$ cat src/rtl/fetch_unit.sv
// Instruction fetch stage: issues in-order imem requests under a credit limit
// and buffers {pc, inst} pairs in a FIFO whose head feeds execute.
module fetch_unit #(
    parameter logic [31:0] RESET_PC = 32'h0000_0000,
    parameter int          DEPTH    = 4
) (
    input  logic        clk,
    input  logic        rst,
    input  logic        stall_if,
    input  logic        br_taken,
    input  logic [31:0] br_target,
    output logic        imem_req_valid,
    input  logic        imem_req_ready,
    output logic [31:0] imem_req_addr,
    input  logic        imem_rsp_valid,
    input  logic [31:0] imem_rsp_data,
    output logic        inst_valid,
    output logic [31:0] inst_fetch,
    output logic [31:0] pc_out_fetch
);
    localparam int          AW  = $clog2(DEPTH);
    localparam int          CW  = AW + 1;
    localparam logic [31:0] NOP = 32'h0000_0033;

    logic [31:0]   pc_req;
    logic [CW-1:0] outstanding;
    logic [CW-1:0] drop_cnt;
    logic [CW-1:0] fifo_count;
    logic [AW-1:0] wr_ptr;
    logic [AW-1:0] rd_ptr;
    logic [31:0]   fifo_pc   [DEPTH];
    logic [31:0]   fifo_inst [DEPTH];

    logic [CW:0]   credit_used;
    logic [CW-1:0] live_cnt;
    logic [31:0]   rsp_pc;
    logic          req_fire;
    logic          rsp_fire;
    logic          push;
    logic          pop;

    assign credit_used    = {1'b0, outstanding} + {1'b0, fifo_count};
    assign imem_req_valid = rst && !br_taken && (credit_used < (CW+1)'(DEPTH));
    assign imem_req_addr  = pc_req;
    assign req_fire       = imem_req_valid && imem_req_ready;
    assign rsp_fire       = imem_rsp_valid && (outstanding != '0);

    // Live in-flight PCs are contiguous and end at pc_req-4, so the oldest
    // one is derived from the live count instead of being stored.
    assign live_cnt = outstanding - drop_cnt;
    assign rsp_pc   = pc_req - (32'(live_cnt) << 2);
    assign push     = rsp_fire && (drop_cnt == '0);
    assign pop      = (fifo_count != '0) && !stall_if;

    assign inst_valid   = (fifo_count != '0);
    assign inst_fetch   = inst_valid ? fifo_inst[rd_ptr] : NOP;
    assign pc_out_fetch = inst_valid ? fifo_pc[rd_ptr] : 32'h0;

    always_ff @(posedge clk) begin
        if (!rst) begin
            pc_req      <= RESET_PC;
            outstanding <= '0;
            drop_cnt    <= '0;
            fifo_count  <= '0;
            wr_ptr      <= '0;
            rd_ptr      <= '0;
        end else if (br_taken) begin
            // Everything still in flight after this cycle is stale.
            pc_req      <= br_target;
            outstanding <= outstanding - CW'(rsp_fire);
            drop_cnt    <= outstanding - CW'(rsp_fire);
            fifo_count  <= '0;
            wr_ptr      <= '0;
            rd_ptr      <= '0;
        end else begin
            if (req_fire) begin
                pc_req <= pc_req + 32'd4;
            end
            outstanding <= outstanding + CW'(req_fire) - CW'(rsp_fire);
            if (rsp_fire && (drop_cnt != '0)) begin
                drop_cnt <= drop_cnt - CW'(1);
            end
            if (push) begin
                wr_ptr <= wr_ptr + AW'(1);
            end
            if (pop) begin
                rd_ptr <= rd_ptr + AW'(1);
            end
            fifo_count <= fifo_count + CW'(push) - CW'(pop);
        end
    end

    always_ff @(posedge clk) begin
        if (rst && !br_taken && push) begin
            fifo_pc[wr_ptr]   <= rsp_pc;
            fifo_inst[wr_ptr] <= imem_rsp_data;
        end
    end

endmodule
$ cat config.mk
export PLATFORM = sky130hd
export DESIGN_NAME = fetch_unit
export DESIGN_NICKNAME = d
export VERILOG_FILES = /design/src/rtl/fetch_unit.sv
export SDC_FILE = /design/constraint.sdc
export NUM_CORES = 1
export LEC_CHECK = 0
export BUFFER_PORTS_ARGS = -buffer_cell sky130_fd_sc_hd__buf_2
export CAP_MARGIN = 10
export CORE_MARGIN = 5
export CORE_UTILIZATION = 40
export CTS_BUF_LIST = sky130_fd_sc_hd__clkbuf_8
export CTS_CLUSTER_DIAMETER = 50
export DETAILED_ROUTE_END_ITERATION = 6
export GPL_TIMING_DRIVEN = 0
export PLACE_DENSITY = 0.58
export SLEW_MARGIN = 20
export SYNTH_ARGS = -nofsm -noshare
export SYNTH_HDL_FRONTEND = slang
export SYNTH_SLANG_ARGS = --single-unit
$ cat constraint.sdc
create_clock -name clk -period 3.9 [get_ports clk]
set_clock_uncertainty 0.05 [all_clocks]
set_input_delay 0.39 -clock clk [delete_from_list [all_inputs] [get_ports clk]]
set_output_delay 0.39 -clock clk [all_outputs]
set_load 0.1 [all_outputs]
# Yosys cells after proc, flatten, opt, wreduce, memory -nomap -nowiden
# Memories as Yosys holds them, arrays and structs flattened. A register that Yosys moved wholly into a read port is not among the register bits.
# Index checks and enable logic that the tools add are counted.
# totals
regBits	45
ramBits	256
n_memories	2
# memory_table
name	depth	width	read_ports	rd_ports_with_merged_regs	write_ports	line_no	rtl
fifo_inst	4	32	1	1	1	32	logic [31:0] fifo_inst [DEPTH];
fifo_pc	4	32	1	1	1	31	logic [31:0] fifo_pc [DEPTH];
# classes
addsub	12
n_lt_le_gt_ge	1
n_mux	13
bitwise	1
reduce_logical	17
# ops
op	n
2-to-1 mux 32 bit	4
adder 32 x 3 -> 32 bit, second input constant	1
subtractor 32 x 5 -> 32 bit	1
2-to-1 mux 3 bit	3
nonzero test 3 bit	3
subtractor 3 x 1 -> 3 bit	3
logical AND 1 bit	8
2-to-1 mux 2 bit	4
adder 3 x 1 -> 3 bit	2
adder 2 x 1 -> 2 bit, second input constant	2
adder 3 x 3 -> 4 bit	1
< comparator 4 x 3 -> 1 bit, second input constant	1
nonzero test 2 bit	2
logical NOT 3 bit	1
subtractor 3 x 1 -> 3 bit, second input constant	1
subtractor 3 bit	1
logical NOT 1 bit	2
2-to-1 mux 1 bit	2
OR reduction 2 bit	1
NOT 1 bit	1

# Logic depth before layout (Yosys ltp)
# depth
depth_word	7
mapped_depth	13

# Least setup slack after synthesis
# No wires, ideal clock.
# synth_path
path_type	register to register
start	register outstanding[1]
end	register pc_req[28], in the netlist imem_req_addr[28]
arrival_ns	3.872
required_time_ns	3.780
path_slack_ns	-0.092
stages_incl_launch_ff	7
synth_period_minus_slack_ns	3.992
cell_sequence	dfxtp_1 > ha_1 > a311o_1 > nor3_1 > nand4_1 > xor2_1 > a21oi_1
# synth_between
elab_chain_len	5
# synth_lines
element	line_no	rtl
start, declared	26	logic [CW-1:0] outstanding;
start signal, assigned	70	outstanding <= outstanding - CW'(rsp_fire);
start signal, assigned	79	outstanding <= outstanding + CW'(req_fire) - CW'(rsp_fire);
adder 3 x 3 -> 4 bit	42	assign credit_used = {1'b0, outstanding} + {1'b0, fifo_count};
< comparator 4 x 3 -> 1 bit	43	assign imem_req_valid = rst && !br_taken && (credit_used < (CW+1)'(DEPTH));
logical AND 1 bit	43	
named net imem_req_valid	12	output logic imem_req_valid,
logical AND 1 bit	45	assign req_fire = imem_req_valid && imem_req_ready;
nonzero test 2 bit (no line)	-	
end signal, assigned	69	pc_req <= br_target;
end signal, assigned	77	pc_req <= pc_req + 32'd4;
end, declared	25	logic [31:0] pc_req;
# The timed path passes the listed nets, and every way through them passes these cells.
# A chain may end at the register's enable or synchronous reset.

# Worst setup path in the final report
# layout_path
start	register outstanding[0]
end	memory fifo_pc[3][30] (data pin)
# layout_between
elab_chain_len	2
# layout_lines
element	line_no	rtl
subtractor 3 bit	50	assign live_cnt = outstanding - drop_cnt;
subtractor 32 x 5 -> 32 bit	51	assign rsp_pc = pc_req - (32'(live_cnt) << 2);
named net rsp_pc[30]	36	logic [31:0] rsp_pc;
end, declared	31	
# The timed path passes the listed nets, and every way through them passes these cells.

==> results.md <==
* Status: completed
* Net count after synthesis at 918
* I/O pins at 168
* Seq/Total Area, Yosys at 0.662
* CP Capture Type: flop
* FF+latch area at 8630 um2
* Library cells used by synthesis at 63
* Row cnt at 66
* Antenna violations before repair at 0
* DP Area at 14500 um2
* Slew HR at 0.260
* Design Area, Final at 15900 um2
* Synthesized area per cell at 15.8 um2
* Pre-CTS WS at 0.0664 ns
* Core area at 32400 um2
* Share of cells above drive strength 1 at 0.310
* Drt initial violations at 325
* Synth Instances at 825
* Max Root-Sink Buffers at 3
* Ys Warns at 0
* Antenna Cells at 0
* Final Power at 9.31 mW
* Most common cell in the netlist: edfxtp_1
* I/O Buffers at 166
* Worst Hold Class: input pin to flop
* DRT Wirelength at 31400 um
* Cell Area, Synth at 13000 um2
* Via count at 7863
* P&R area growth vs syn at 22.1%
* Drt wl/cell at 20.0 um
* Crit path max fanout at 6
* Post-synth EDFFs at 256
* Placed Cells at 1437
* Root buf cell: clkbuf_8
* Setup Crit Path Kind: flop to flop
* Comb pwr share at 0.283
* Die width at 191 um
* H-tree levels at 2
* Total gr overflow at 0
* GRT Total Usage at 0.171
* First-pass GRT wire length at 47900 um
* Required time of the worst setup path at 4.20 ns
* Top cell type's share of synthesized area at 0.590
* Dominant synthesized flop cell: edfxtp_1
* Lkg Pwr at 5.76 nW
* Fin Setup TNS at 0 ns
* CTS tree: yes
* Synth top area cells: edfxtp_1 (59%), mux4_2 (11%), dfxtp_1 (7.2%), and2_1 (3.0%), xnor2_1 (2.1%)
* P_sw at 3.34 mW
* Vert. Die Dim at 191 um
* Pre-antenna DRT Iters at 5
* Largest net degree at the start of global routing at 46
* Sequential share of power at 0.416
* Final worst hold slack at 0.0385 ns
* Nets at 1175
* Maxcap violations at 0
* P_int at 5.97 mW
* Layout fillers at 2887
* Clock Power Share at 0.300
* # clock sinks at 303
* Worst vdd ir at 0.000247 V
* RSZ-0062 raised after global routing: false
* Crit path launch type: flop
* Number of failing hold endpoints at the final stage at 0
* Final WS setup at 0.236 ns
* Tmin final at 3.66 ns
* Vias in the first global route at 8251
* Vias per cell at 5.02
* Initial Utilization at 0.403
* Fmax at 273 MHz
* Final period utilization at 0.939
* Least-Margin Pin Slew at 1.10 ns
* Final Setup Violations at 0
* Top cells by count, synth: edfxtp_1 (256), mux4_2 (64), and2_1 (62)
* Final ANT Viol Nets at 0
* CTS Buf Count at 51
* Final cell count without fillers at 1565
* Yosys reg bits at 303
* DP HPWL at 21100 um
* Post-synth top area cell: edfxtp_1
* Die ar. at 36300 um2
* Clock latency on the worst-skew pair at 0.56 ns
* DR DRC count at 0
* Asr flop ratio synth at 0
* Clk slew on worst S/H paths at 0.07 ns
* Final Slew Violations at 0
* Switching share of power at 0.359
* Multi-input logic area at 4120 um2
* Crit path DAT at 3.96 ns
* P per Cell Area at 585 nW/um2
* Routability cong. at 0.802
* Post-layout util at 0.492
-- layout by cell type (no fill, tap or decap), types with 19 or more instances in the layout --
cell type	count
edfxtp_1	256
buf_2	179
mux4_2	64
and2_1	62
clkbuf_8	57
dfxtp_1	47
inv_1	43
dlygate4sd3_1	34
clkbuf_1	32
xnor2_1	31
o21ai_0	27
nor2_1	26
nand2_1	24
a21oi_1	23
xor2_1	22
ha_1	19
-- final cells by class --
| class | count | area share |
|---|---|---|
| timing repair buffer | 204 | 0.0791 |
| multi-input combinational | 443 | 0.259 |
| buffer | 51 | 0.0141 |
| sequential | 303 | 0.542 |
| clock buffer | 57 | 0.0493 |
| inverter | 28 | 0.00660 |
| tap | 442 | 0.0347 |
| clock inverter | 37 | 0.0152 |
-- path summary, 6_finish.rpt --
| check | from | to | slack (ns) | cells after the start |
|---|---|---|---|---|
| setup / recovery | outstanding[0] | fifo_pc[3][30] | 0.24 | 12 |
| hold / removal | br_target[24] | imem_req_addr[24] | 0.04 | 3 |
| setup reg to reg | outstanding[0] | fifo_pc[3][30] | 0.24 | 12 |
| hold reg to reg | rd_ptr[0] | rd_ptr[0] | 0.49 | 2 |
-- timing repair --
item / 4_1_cts / 5_1_grt
buffers inserted: 0 / 0
resized for setup: 0 / 3
hold buffers: 34 / 0
hold endpoints to repair: 130 / 0
endpoints found under the setup margin: 0 / 5
-- flip-flops by register name (all words and copies together), names as in the netlist, named ones only --
signal	flops
imem_req_addr	32
fifo_inst	128
wr_ptr	2
fifo_pc	128
fifo_count	3
rd_ptr	2
outstanding	3
drop_cnt	3
-- critical path: stages (launching register included) --
cell and delay (ns):
dfxtp_1 0.37, inv_1 0.11, ha_1 0.14, inv_1 0.04, fa_1 0.38, xnor2_1 0.15, xnor2_1 0.15, ha_1 0.25
or4_4 0.46, a21oi_2 0.29, and3_1 0.37, or3b_1 0.39, xnor2_1 0.29
-- logic make-up after synthesis --
kind of cell               share of synthesized area
DFF                                            0.662
and+or+nand+nor                               0.0963
AOI/OAI and AO/OA                             0.0415
buffers and inverters                         0.0252
muxes                                          0.114
xor gates and xnor gates                      0.0363
adders and majority gates                     0.0244
-- layer usage --
layer	vias to the layer above	global-route usage	share of wire
li1	3684	-	-
met1	3893	0.240	0.45
met2	245	0.277	0.47
met3	41	0.0348	0.059
met4	0	0.0423	0.019
met5	-	0	0
-- power by group through the flow --
stage                     Sequential, mW  Combinational [mW]  Clock, mW
after floorplan                     4.07                1.93          0
after global placement              3.95                2.61          0
after detailed placement            3.94                2.65          0
after CTS                           3.87                2.68       2.87
after global routing                3.89                2.84       3.03
final                               3.87                2.64       2.80
Power figures use the tool's default switching activity.
